File: src/rtl/sky_pkg.sv
// sky_pkg
//   Shared definitions for the falling-object game logic: display and
//   object geometry defaults, per-tick step sizes, the object state
//   machine encoding and the spawn-position LFSR (seed, taps, next-value).
//   No ports; imported by the falling_object_stepper top.
package sky_pkg;

  localparam int SCREEN_W = 96;  // display width, pixels
  localparam int SCREEN_H = 64;  // display height, pixels
  localparam int OBJ_W    = 4;   // object width, pixels
  localparam int OBJ_H    = 4;   // object height, pixels
  localparam int STEP_PX  = 1;   // base descent per step tick, pixels
  localparam int MAX_STEP = 4;   // descent ceiling when the speed-up build is used

  typedef enum logic [1:0] {
    IDLE   = 2'd0,
    SPAWN  = 2'd1,
    FALL   = 2'd2,
    LANDED = 2'd3
  } fall_state_t;

  // x^8 + x^6 + x^5 + x^4 + 1, shifting left: feedback from bits 7,5,4,3.
  localparam logic [7:0] LFSR_SEED = 8'hA5;
  localparam logic [7:0] LFSR_TAPS = 8'hB8;

  // Maximal-length sequence, so a non-zero seed never reaches zero.
  function automatic logic [7:0] lfsr_next(input logic [7:0] cur);
    return {cur[6:0], ^(cur & LFSR_TAPS)};
  endfunction

endpackage

File: src/rtl/tick_sync.sv
// tick_sync
//   Brings an asynchronous slow square wave into the basys_clock domain
//   through two flops and converts each rising edge into a single-cycle
//   pulse. The pulse is high during the third clock period after the
//   input rises and is consumed on the edge that ends it.
// Ports
//   basys_clock  in   system clock
//   reset        in   asynchronous, active-high
//   in           in   slow square wave (data, never a clock)
//   pulse        out  one-cycle rising-edge pulse
module tick_sync (
  input  logic basys_clock,
  input  logic reset,
  input  logic in,
  output logic pulse
);

  logic meta_q, meta_d;
  logic sync_q, sync_d;
  logic prev_q, prev_d;

  always_comb begin
    meta_d = in;
    sync_d = meta_q;
    prev_d = sync_q;
  end

  always_ff @(posedge basys_clock or posedge reset) begin
    if (reset) begin
      meta_q <= 1'b0;
      sync_q <= 1'b0;
      prev_q <= 1'b0;
    end else begin
      meta_q <= meta_d;
      sync_q <= sync_d;
      prev_q <= prev_d;
    end
  end

  assign pulse = sync_q & ~prev_q;

endmodule

File: src/rtl/falling_object_stepper.sv
// falling_object_stepper
//   Drives one falling object on the 96x64 OLED. Each rising edge of the
//   slow game clock becomes a step tick that lowers the object; a hit from
//   the player logic catches it, reaching the floor lands it. A free-running
//   LFSR picks the spawn column.
// Ports
//   basys_clock  in   100 MHz system clock, only clock
//   reset        in   asynchronous, active-high
//   slow_clock   in   divider square wave, sampled as data
//   enable       in   game running
//   hit          in   player overlaps object (level)
//   obj_x        out  object left edge, 0..SCREEN_W-OBJ_W
//   obj_y        out  object top edge, 0..SCREEN_H-OBJ_H
//   obj_valid    out  object on screen
//   caught       out  one-cycle catch pulse
//   landed       out  one-cycle floor-landing pulse
//   catch_count  out  catches since reset, wraps 255->0
// Configuration
//   FALL_SPEEDUP_EN: when defined, the step grows by one pixel every eight
//   catches up to MAX_STEP; otherwise the step is STEP_PX.
module falling_object_stepper #(
  parameter int SCREEN_W = sky_pkg::SCREEN_W,
  parameter int SCREEN_H = sky_pkg::SCREEN_H,
  parameter int OBJ_W    = sky_pkg::OBJ_W,
  parameter int OBJ_H    = sky_pkg::OBJ_H,
  parameter int STEP_PX  = sky_pkg::STEP_PX
) (
  input  logic       basys_clock,
  input  logic       reset,
  input  logic       slow_clock,
  input  logic       enable,
  input  logic       hit,
  output logic [6:0] obj_x,
  output logic [5:0] obj_y,
  output logic       obj_valid,
  output logic       caught,
  output logic       landed,
  output logic [7:0] catch_count
);

  import sky_pkg::*;

  localparam int X_SPAN  = SCREEN_W - OBJ_W + 1;  // number of legal columns
  localparam int Y_FLOOR = SCREEN_H - OBJ_H;      // lowest legal top edge

  fall_state_t state_q, state_d;
  logic [7:0]  lfsr_q, lfsr_d;
  logic [6:0]  obj_x_q, obj_x_d;
  logic [5:0]  obj_y_q, obj_y_d;
  logic        obj_valid_q, obj_valid_d;
  logic        caught_q, caught_d;
  logic        landed_q, landed_d;
  logic [7:0]  catch_count_q, catch_count_d;

  logic        step_tick;
  logic [6:0]  spawn_x;
  logic [6:0]  step;
  logic [6:0]  y_sum;
  logic        at_floor;

  tick_sync u_tick_sync (
    .basys_clock (basys_clock),
    .reset       (reset),
    .in          (slow_clock),
    .pulse       (step_tick)
  );

  always_comb lfsr_d = lfsr_next(lfsr_q);

  // Fold the 0..127 LFSR field onto the legal columns with one subtraction;
  // 127 - X_SPAN stays inside the range, so one fold is always enough.
  always_comb begin
    if (lfsr_q[6:0] < 7'(X_SPAN)) spawn_x = lfsr_q[6:0];
    else                          spawn_x = lfsr_q[6:0] - 7'(X_SPAN);
  end

`ifdef FALL_SPEEDUP_EN
  logic [6:0] step_raw;
  always_comb begin
    step_raw = 7'(STEP_PX) + {2'b00, catch_count_q[7:3]};
    step     = (step_raw > 7'(MAX_STEP)) ? 7'(MAX_STEP) : step_raw;
  end
`else
  assign step = 7'(STEP_PX);
`endif

  // One spare bit so a large step near the floor cannot wrap past it.
  assign y_sum    = {1'b0, obj_y_q} + step;
  assign at_floor = (y_sum >= 7'(Y_FLOOR));

  // State register
  always_ff @(posedge basys_clock or posedge reset) begin
    if (reset) state_q <= IDLE;
    else       state_q <= state_d;
  end

  // Next-state logic; in FALL, enable beats hit, and hit beats a step tick.
  always_comb begin
    state_d = state_q;
    case (state_q)
      IDLE:    if (enable) state_d = SPAWN;
      SPAWN:   state_d = FALL;
      FALL: begin
        if (!enable)                  state_d = IDLE;
        else if (hit)                 state_d = SPAWN;
        else if (step_tick && at_floor) state_d = LANDED;
      end
      LANDED:  state_d = enable ? SPAWN : IDLE;
      default: state_d = IDLE;
    endcase
  end

  // Output / datapath logic, same priority as the next-state logic.
  always_comb begin
    obj_x_d       = obj_x_q;
    obj_y_d       = obj_y_q;
    obj_valid_d   = obj_valid_q;
    caught_d      = 1'b0;
    landed_d      = 1'b0;
    catch_count_d = catch_count_q;
    case (state_q)
      IDLE:   obj_valid_d = 1'b0;
      SPAWN: begin
        obj_x_d     = spawn_x;
        obj_y_d     = 6'd0;
        obj_valid_d = 1'b1;
      end
      FALL: begin
        if (!enable) begin
          obj_valid_d = 1'b0;
        end else if (hit) begin
          caught_d      = 1'b1;
          catch_count_d = catch_count_q + 8'd1;
          obj_valid_d   = 1'b0;
        end else if (step_tick) begin
          if (at_floor) begin
            obj_y_d     = 6'(Y_FLOOR);
            landed_d    = 1'b1;
            obj_valid_d = 1'b0;
          end else begin
            obj_y_d = y_sum[5:0];
          end
        end
      end
      LANDED:  obj_valid_d = 1'b0;
      default: obj_valid_d = 1'b0;
    endcase
  end

  always_ff @(posedge basys_clock or posedge reset) begin
    if (reset) begin
      lfsr_q        <= LFSR_SEED;
      obj_x_q       <= 7'd0;
      obj_y_q       <= 6'd0;
      obj_valid_q   <= 1'b0;
      caught_q      <= 1'b0;
      landed_q      <= 1'b0;
      catch_count_q <= 8'd0;
    end else begin
      lfsr_q        <= lfsr_d;
      obj_x_q       <= obj_x_d;
      obj_y_q       <= obj_y_d;
      obj_valid_q   <= obj_valid_d;
      caught_q      <= caught_d;
      landed_q      <= landed_d;
      catch_count_q <= catch_count_d;
    end
  end

  assign obj_x       = obj_x_q;
  assign obj_y       = obj_y_q;
  assign obj_valid   = obj_valid_q;
  assign caught      = caught_q;
  assign landed      = landed_q;
  assign catch_count = catch_count_q;

endmodule

File: config.mk
export PLATFORM = sky130hd
export DESIGN_NAME = falling_object_stepper
export DESIGN_NICKNAME = d
export VERILOG_FILES = /design/src/rtl/sky_pkg.sv /design/src/rtl/tick_sync.sv /design/src/rtl/falling_object_stepper.sv
export SDC_FILE = /design/constraint.sdc
export NUM_CORES = 1
export LEC_CHECK = 0
export CAP_MARGIN = 0
export CORE_MARGIN = 5
export CORE_UTILIZATION = 45
export CTS_BUF_LIST = sky130_fd_sc_hd__clkbuf_4
export DETAILED_ROUTE_END_ITERATION = 6
export PLACE_DENSITY = 0.7
export SLEW_MARGIN = 20
export SYNTH_ARGS = -nofsm -noshare
export SYNTH_HDL_FRONTEND = slang
export SYNTH_SLANG_ARGS = --single-unit
export TNS_END_PERCENT = 50
File: constraint.sdc
create_clock -name basys_clock -period 1.8 [get_ports basys_clock]
set_input_delay 0.45 -clock basys_clock [delete_from_list [all_inputs] [get_ports basys_clock]]
set_output_delay 0.45 -clock basys_clock [all_outputs]
set_load 0.01 [all_outputs]
### After elaboration in Yosys (flattened, before gate mapping)

Index checks and enable logic that the tools add are counted.

| word-level totals | value |
|---|---|
| logic and storage cells | 62 |
| ROM bits | 0 |
| latch bits | 0 |
| output and inout bits | 24 |
| memories | 0 |
| bits in writable memories | 0 |
| input port bits | 5 |
| bits in registers | 37 |

| cells by class | value |
|---|---|
| $add $sub $neg | 3 |
| multipliers | 0 |
| reductions and logical operators | 9 |
| order comparisons | 2 |
| divide/modulo/power cells | 0 |
| mux-type cells | 25 |
| shift operators | 0 |
| equal/unequal tests | 10 |
| bitwise logic cells | 2 |

Operators by type and width:

| operator | number |
|---|---|
| 6-bit 2-to-1 mux | 4 |
| 1-bit 2-to-1 mux | 13 |
| 4-bit != test (second input constant) | 3 |
| 6-bit case mux with 2 select lines | 1 |
| 8-bit by 1-bit adder with 8-bit output (second input constant) | 1 |
| 2-bit 2-to-1 mux | 4 |
| 2-bit != test (second input constant) | 4 |
| 2-bit case mux with 4 select lines | 1 |
| 8-bit XOR reduction | 1 |
| 6-bit by 1-bit adder with 7-bit output (second input constant) | 1 |
| 7-bit by 6-bit >= comparator with 1-bit output (second input constant) | 1 |
| 7-bit < comparator (second input constant) | 1 |
| 7-bit 2-to-1 mux | 1 |
| 7-bit subtractor (second input constant) | 1 |
| 2-bit equality test (second input constant) | 2 |
| 2-bit AND reduction | 2 |
| 4-bit AND reduction | 1 |
| 1-bit case mux with 3 select lines | 1 |
| 3-bit AND reduction | 1 |
| 2-bit by 1-bit equality test with 1-bit output (second input constant) | 1 |
| 2-bit zero test | 1 |
| 2-bit nonzero test | 1 |
| 2-bit OR reduction | 1 |
| 1-bit AND | 1 |
| 2 further kinds | 2 |

### Longest topological paths before layout

| depth | value |
|---|---|
| depth in word-level cells | 7 |
| depth in mapped cells | 5 |
| mapped depth without buffers | 5 |

### Cells and area by module

From an unflattened synthesis, not the netlist that was laid out.

| unflattened totals | value |
|---|---|
| cell total of the unflattened synthesis | 150 |
| area total of the unflattened synthesis | 1652.8 µm² |

By module, submodules not included:

| module | cells an instance | instances | seq. area each (µm²) | area each (µm²) |
|---|---|---|---|---|
| falling_object_stepper | 145 | 1 | 855.8 | 1560.2 |
| tick_sync | 5 | 1 | 75.1 | 92.6 |

### Worst setup path before layout

OpenSTA, ideal clock, no wires.

| timing | value |
|---|---|
| kind | reg-to-reg |
| from | reg obj_y_q[0], in the netlist obj_y[0] |
| to | reg obj_y_q[1], in the netlist obj_y[1] |
| library setup time | 0.127 ns |
| required time | 1.673 ns |
| arrival | 1.426 ns |
| cell stages (with the launch flop) | 6 |
| path buffers | 0 |
| period minus slack after synthesis | 1.553 ns |
| path slack | 0.247 ns |
| path through | dfrtp_1 -> ha_1 -> nand4b_1 -> o221ai_1 -> and3_1 -> o21ai_0 |

| between the ends | value |
|---|---|
| longest elaborated chain between the ends | 7 |

RTL lines:

| element | line | text |
|---|---|---|
| start, declared | falling_object_stepper.sv:49 | `logic [5:0] obj_y_q, obj_y_d;` |
| start signal, assigned | falling_object_stepper.sv:162 | `obj_y_q <= obj_y_d;` |
| 6-bit by 1-bit adder with 7-bit output (*) | falling_object_stepper.sv:88 | `assign y_sum = {1'b0, obj_y_q} + step;` |
| 7-bit by 6-bit >= comparator with 1-bit output | falling_object_stepper.sv:89 | `assign at_floor = (y_sum >= 7'(Y_FLOOR));` |
| 6-bit 2-to-1 mux (*) | falling_object_stepper.sv:136 | `if (at_floor) begin` |
| 6-bit 2-to-1 mux (*) | falling_object_stepper.sv:135 | `end else if (step_tick) begin` |
| 6-bit 2-to-1 mux (*) | falling_object_stepper.sv:131 | `end else if (hit) begin` |
| 6-bit 2-to-1 mux (*) | falling_object_stepper.sv:129 | `if (!enable) begin` |
| 6-bit case mux with 2 select lines (*) | falling_object_stepper.sv:121 | `case (state_q)` |

Mark *: on every way between the ends. The rest lies on a longest branch, timed or not. The select of a mux whose other input is x is not followed.
A chain may end at the register's enable or synchronous reset.

### Final worst setup path

| timing | value |
|---|---|
| from | reg obj_y_q[0], in the netlist obj_y[0] |
| to | out obj_y[0] |

RTL lines:

| element | line | text |
|---|---|---|
| end, declared | falling_object_stepper.sv:34 | `output logic [5:0] obj_y,` |

No word-level cell between the ends.

==> flow_metrics.py <==
metrics = {
    "floorplan": {
        "ioPinCount": 29,
        "die_y_um": 70.7,
        "core_sq_mm": 0.00361,
        "rows": 22,
        "start_util_pct": 46.0,
        "die_w_um": 70.7,
        "die_area_sq_mm": 0.00500,
    },
    "cts": {
        "h-tree-depth": 2,
        "ctsRootBufferMaster": "clkbuf_4",
        "holdBufCountCts": 0,
        "cts.sinks": 37,
        "numCtsBuffers": 5,
        "clk_pin_slew_worst_paths_ps": 110,
        "tritoncts": "yes",
        "clock_latency_ps": 340,
        "cts_buffer_depth": 2,
    },
    "timing": {
        "fin_worst_skew_ps": 10.2,
        "setup_viol_count_final": 0,
        "worst_slew_pin_slew_ps": 514,
        "hold_slack_ps": 360,
        "period_share_pct": 97.2,
        "rsz0062_at_grt": "no",
        "fmaxAchievable_mhz": 572,
        "fin_crit_ps": 1750,
        "slew_headroom_pct": 65.7,
        "final-hold-violation-count": 0,
        "slew_viol_final": 0,
    },
    "placement": {
        "gp_congestion": 0.876,
        "portBuffers": 28,
        "post-dp-hpwl_mm": 2.23,
    },
    "global_routing": {
        "met1_usage_pct": 19.3,
        "grt_pass1_vias": 1132,
        "busiest_layer": "met1",
        "gr-usage-met2_pct": 19.1,
        "grt_pass1_wl_mm": 5.39,
        "grt_overflow": 0,
        "met3_usage_pct": 4.12,
        "antenna_found_initial": 0,
        "grt_start_max_net_pins": 38,
        "track_usage_pct": 13.6,
    },
    "worst_hold_path": {
        "min_from": "u_tick_sync.meta_q",
        "min_path_type": "reg -> reg",
        "whs_path_depth": 0,
    },
    "setup_path": {
        "required_ps": 1350,
        "cpLargestDelayFamily": "buffers and inverters",
        "cp-end-kind": "primary output",
        "crit_buf_inv": 1,
        "path_depth": 1,
        "path_cells": "clkdlybuf4s50_1",
        "cp.arrival_ps": 1300,
        "crit_slowest_cell": "clkdlybuf4s50_1",
        "cpPeakStageDelay_ps": 540,
        "crit_type": "reg -> out",
        "rr_startpoint": "obj_y[0]",
        "startpoint_type": "flip-flop",
        "critPathMaxFanout": 4,
        "reg2regPathDepth": 5,
        "cp-startpoint": "obj_y[0]",
    },
    "synthesis": {
        "synth_cell_type_count": 45,
        "synth_ff_type": "dfrtp_1",
        "async_reset_ff_share_pct": 100,
        "synth_warnings": 0,
        "avgSynthCellArea_sq_um": 11.4,
        "synthTopCellsByCount": "dfrtp_1 (33), nand2_1 (15), nor2_1 (10)",
        "synth_area_leaders": "dfrtp_1 (50%), dfstp_2 (6.3%), nand2_1 (3.4%)",
        "synth_top_cell_by_area": "dfrtp_1",
        "synth.most_common_cell": "dfrtp_1",
        "yosysTopAreaCellShare_pct": 49.8,
        "syn-num-nets": 154,
        "synthCells": 145,
        "synth.cell_area_sq_mm": 0.00166,
        "yosysSeqAreaShare_pct": 56.1,
        "ys_seq_elements": 37,
        "synth_edf_count": 0,
    },
    "power_and_ir_drop": {
        "vdd.ir_drop.worst_mv": 0.497,
        "power_uw": 1750,
        "p_leak_uw": 0.000969,
        "p_per_area_mw_per_mm2": 821,
    },
    "finish": {
        "area_delta_synth_final_pct": 28.4,
        "layout.nets": 195,
        "antenna_cells": 0,
        "drive_above_1_share_pct": 18.7,
        "fillers": 303,
    },
    "route": {
        "drc": 0,
        "postRouteAntennaNets": 0,
        "via_count": 1241,
        "wl_per_cell_um": 13.7,
        "viasPerCell": 5.28,
        "drt_iter0_markers": 52,
        "dr.pass1.iters": 6,
        "routed_wirelength_mm": 3.23,
    },
    "outcome": {
        "status": "completed",
    },
    "job": {
        "maxCapViolations": 0,
    },
}
==> report_power, final <==
part,switching [uW],leakage (uW),total [uW],internal (uW)
Combinational,142,0.000457,307,166
Sequential,80.1,0.000475,983,903
Clock,259,0.0000368,460,201
Total,481,0.000969,1750,1270
==> per-layer routing <==
layer | wire length [um] | up-vias
met2 | 1440 | 38
met5 | 0 | -
met4 | 55 | 0
met1 | 1520 | 595
li1 | - | 599
met3 | 210 | 9
==> registers in the layout, summed over array words and instances, names as in the netlist <==
name and count:
u_tick_sync.meta_q 1, obj_x 7, obj_valid 1, obj_y 6, lfsr_q 8, catch_count 8, state_q 2, u_tick_sync.prev_q 1
u_tick_sync.prev_d 1, landed 1, caught 1
==> cell type report <==
type,instances,area [sq um],share of cell area [%]
Tap cell,48,60.1,2.82
Clock buffer,8,60.1,2.82
Timing Repair Buffer,37,360,16.9
Multi-Input combinational cell,100,694,32.6
Sequential cell,37,937,44.0
Inverter,5,18.8,0.881
==> repair_timing <==
| item | 4_1_cts | 5_1_grt |
|---|---|---|
| buffers inserted | 1 | 4 |
| resized for setup | 11 | 3 |
| setup endpoints to repair | 10 | 6 |
| cloned | 0 | 0 |
==> cell families after synthesis <==
kind of cell             Yosys count  share of synthesized area [%]
multiplexers                       1                          0.679
XOR/XNOR                          10                           5.28
AND/OR/NAND/NOR                   65                           23.9
flip-flops                        37                           56.1
buffers and inverters              8                           2.04
adder cells (fa/ha/maj)            4                           3.02
AO/OA/AOI/OAI                     20                           8.97
==> per-stage QoR <==
stage          area (sq um)  setup TNS, ps  std cells  worst slack (ps)  util [%]
2_1_floorplan          1660              0        145               247         -
3_3_place_gp           2030           -530        222              -136      56.2
3_5_place_dp           2030           -826        222              -179      56.2
4_1_cts                2090              0        231             0.383      58.1
5_1_grt                2130              0        235              13.5      59.1
6_report               2130              0        235              50.8      59.1
==> cells in the final DEF (no fill, tap or decap), drive strengths merged, types with 2 or more instances in the layout <==
cell type,n
dfrtp,33
clkdlybuf4s50,19
nand2,15
nor2,10
nand3,9
buf,9
nor3,9
clkbuf,8
dlygate4sd2,6
o21ai,6
xor2,5
xnor2,5
inv,5
ha,4
dfstp,4
and4b,3
and2,3
a31oi,3
dlymetal6s2s,3
o31ai,3
nand4,2
and3,2
a21oi,2
==> worst paths after layout <==
path | slack [ps] | to
min | 360 | u_tick_sync.prev_d
max | 50 | obj_y[0]
max in group asynchronous | 1080 | lfsr_q[2]
max reg2reg | 140 | obj_y[1]
min in group asynchronous | 450 | catch_count[6]
min reg2reg | 360 | u_tick_sync.prev_d
(Power assumes the default switching activity.)
==> patch: new RTL, same settings <==
Register the output `obj_valid` once more; this adds one clock of latency there. The other outputs are not delayed to match.
--- a/src/rtl/falling_object_stepper.sv
+++ b/src/rtl/falling_object_stepper.sv
@@ -171,3 +171,5 @@
   assign obj_y       = obj_y_q;
-  assign obj_valid   = obj_valid_q;
+  always_ff @(posedge basys_clock) begin
+    obj_valid <= obj_valid_q;
+  end
   assign caught      = caught_q;
Function: changed (a bounded check fails within 4 cycles, from zero or initial values and one cycle with reset high).
==> patch against the original RTL <==
Cell area is 3.4% higher. Wire length is 6.9% higher. Sequential cell count is 1 higher. Highest routed layer unchanged. Worst setup slack better by 0.0043 ns. Power is 18% higher. Critical path type unchanged. Synthesized area is 1.2% higher. Critical endpoint is now catch_count[4]. Sequential power is 0.5% higher. Synthesized cell count is 0.69% higher.
==> patch: results (changes against the original RTL) <==
stage;metric;value;unit;change
cts;Clock Path Buffers;2;;unchanged
cts;clk slew on worst S/H paths;0.13;ns;+0.02 ns
place;number of placed cells counting well taps;225;;+1.4%
place;RePlAce Congestion;0.8688;;-0.80%
timing;worst-margin pin slew;0.4620;ns;-0.05194 ns
cells_and_area;Finished Layout Cells;238;;+1.3%
power_and_ir_drop;Max VDD drop;0.0005156;V;+3.7%
cts;Post-CTS Setup Bufs;3;;+2
grt;vias in the first global route;1356;;+20%
cells_and_area;ANT cells;0;;unchanged
synth;Yosys cell types;46;;+2.2%
timing;Worst Skew;0.01630;ns;+0.006101 ns
synth;syn nets;155;;+0.65%
power_and_ir_drop;leak pwr;1.008;nW;+4.1%
drt;DR pass1 iterations;4;;-2
cells_and_area;final-stage net count;198;;+1.5%
synth;Commonest cells post-synth;dfrtp_1, nand2_1, nor2_1, nand3_1, nor3_1;;
worst_setup_path;crit path max fanout;3;;-1
cts;Post-CTS Resized;8;;-3
synth;post-synthesis sequential area ratio;56.63;%;+0.52 points
outcome;status;finished clean;;
cells_and_area;fraction of layout instances using a drive strength above 1;17.37;%;-1.3 points
synth;ys async rst share;97.37;%;-2.6 points
grt;global-route wire length before repair;6065;µm;+13%
place;Final HPWL DP;2434;µm;+9.1%
place;DP Area;2062;µm²;+1.7%
drt;starting DRC count in detailed routing;89;;+71%
place;pre-CTS setup slack;-0.1943;ns;-0.01545 ns
grt;gr usage total;14.94;%;+1.3 points
power_and_ir_drop;switching share of power;25.41;%;-2.1 points
synth;Synth area leaders;dfrtp_1, dfstp_2, nand2_1;;
[patch: per-layer routing]
layer / part of all wire, % / global-route usage, % / vias to the layer above
met2: 49 / 23.79 / 41
li1: - / - / 609
met5: 0 / 0 / -
met4: 1.4 / 6.889 / 0
met1: 45 / 18.89 / 624
met3: 5.2 / 4.119 / 5
[patch: cell families after synthesis]
group / after synthesis / share of synthesized area, %
AND/OR/NAND/NOR: 65 / 23.62
flip-flops: 38 / 56.63
AO/OA/AOI/OAI: 20 / 8.868
XOR/XNOR: 10 / 5.216
buffers and inverters: 8 / 2.012
adder cells (fa/ha/maj): 4 / 2.981
multiplexers: 1 / 0.6706
[patch: worst paths after layout]
path	slack [ns]	startpoint	cells after the start	end
hold reg to reg	0.36	u_tick_sync.meta_q	0	u_tick_sync.prev_d
setup / recovery	0.06	catch_count[4]	1	catch_count[4]
hold / removal	0.36	u_tick_sync.meta_q	0	u_tick_sync.prev_d
min in group asynchronous	0.44	reset	3	caught
setup reg to reg	0.17	obj_y[0]	5	obj_y[1]
max in group asynchronous	1.09	reset	3	lfsr_q[2]
[patch: layout make-up]
| class | instances | area [µm²] |
|---|---|---|
| clock inverters | 3 | 68.82 |
| multi-input cells | 100 | 694.4 |
| fillers | 299 | 1430 |
| repair buffers | 39 | 371.6 |
| inverters | 5 | 18.77 |
| flip-flops and latches | 38 | 952.2 |
| well taps | 48 | 60.06 |
| clock buffers | 5 | 37.54 |
[patch: power groups by stage]
stage,registers (mW),clock network (mW),logic [mW]
after floorplan,1.03,0,0.126
after global placement,1.02,0,0.317
after detailed placement,1.02,0,0.326
after CTS,0.987,0.749,0.351
after global routing,1.00,0.784,0.378
final,0.988,0.735,0.342
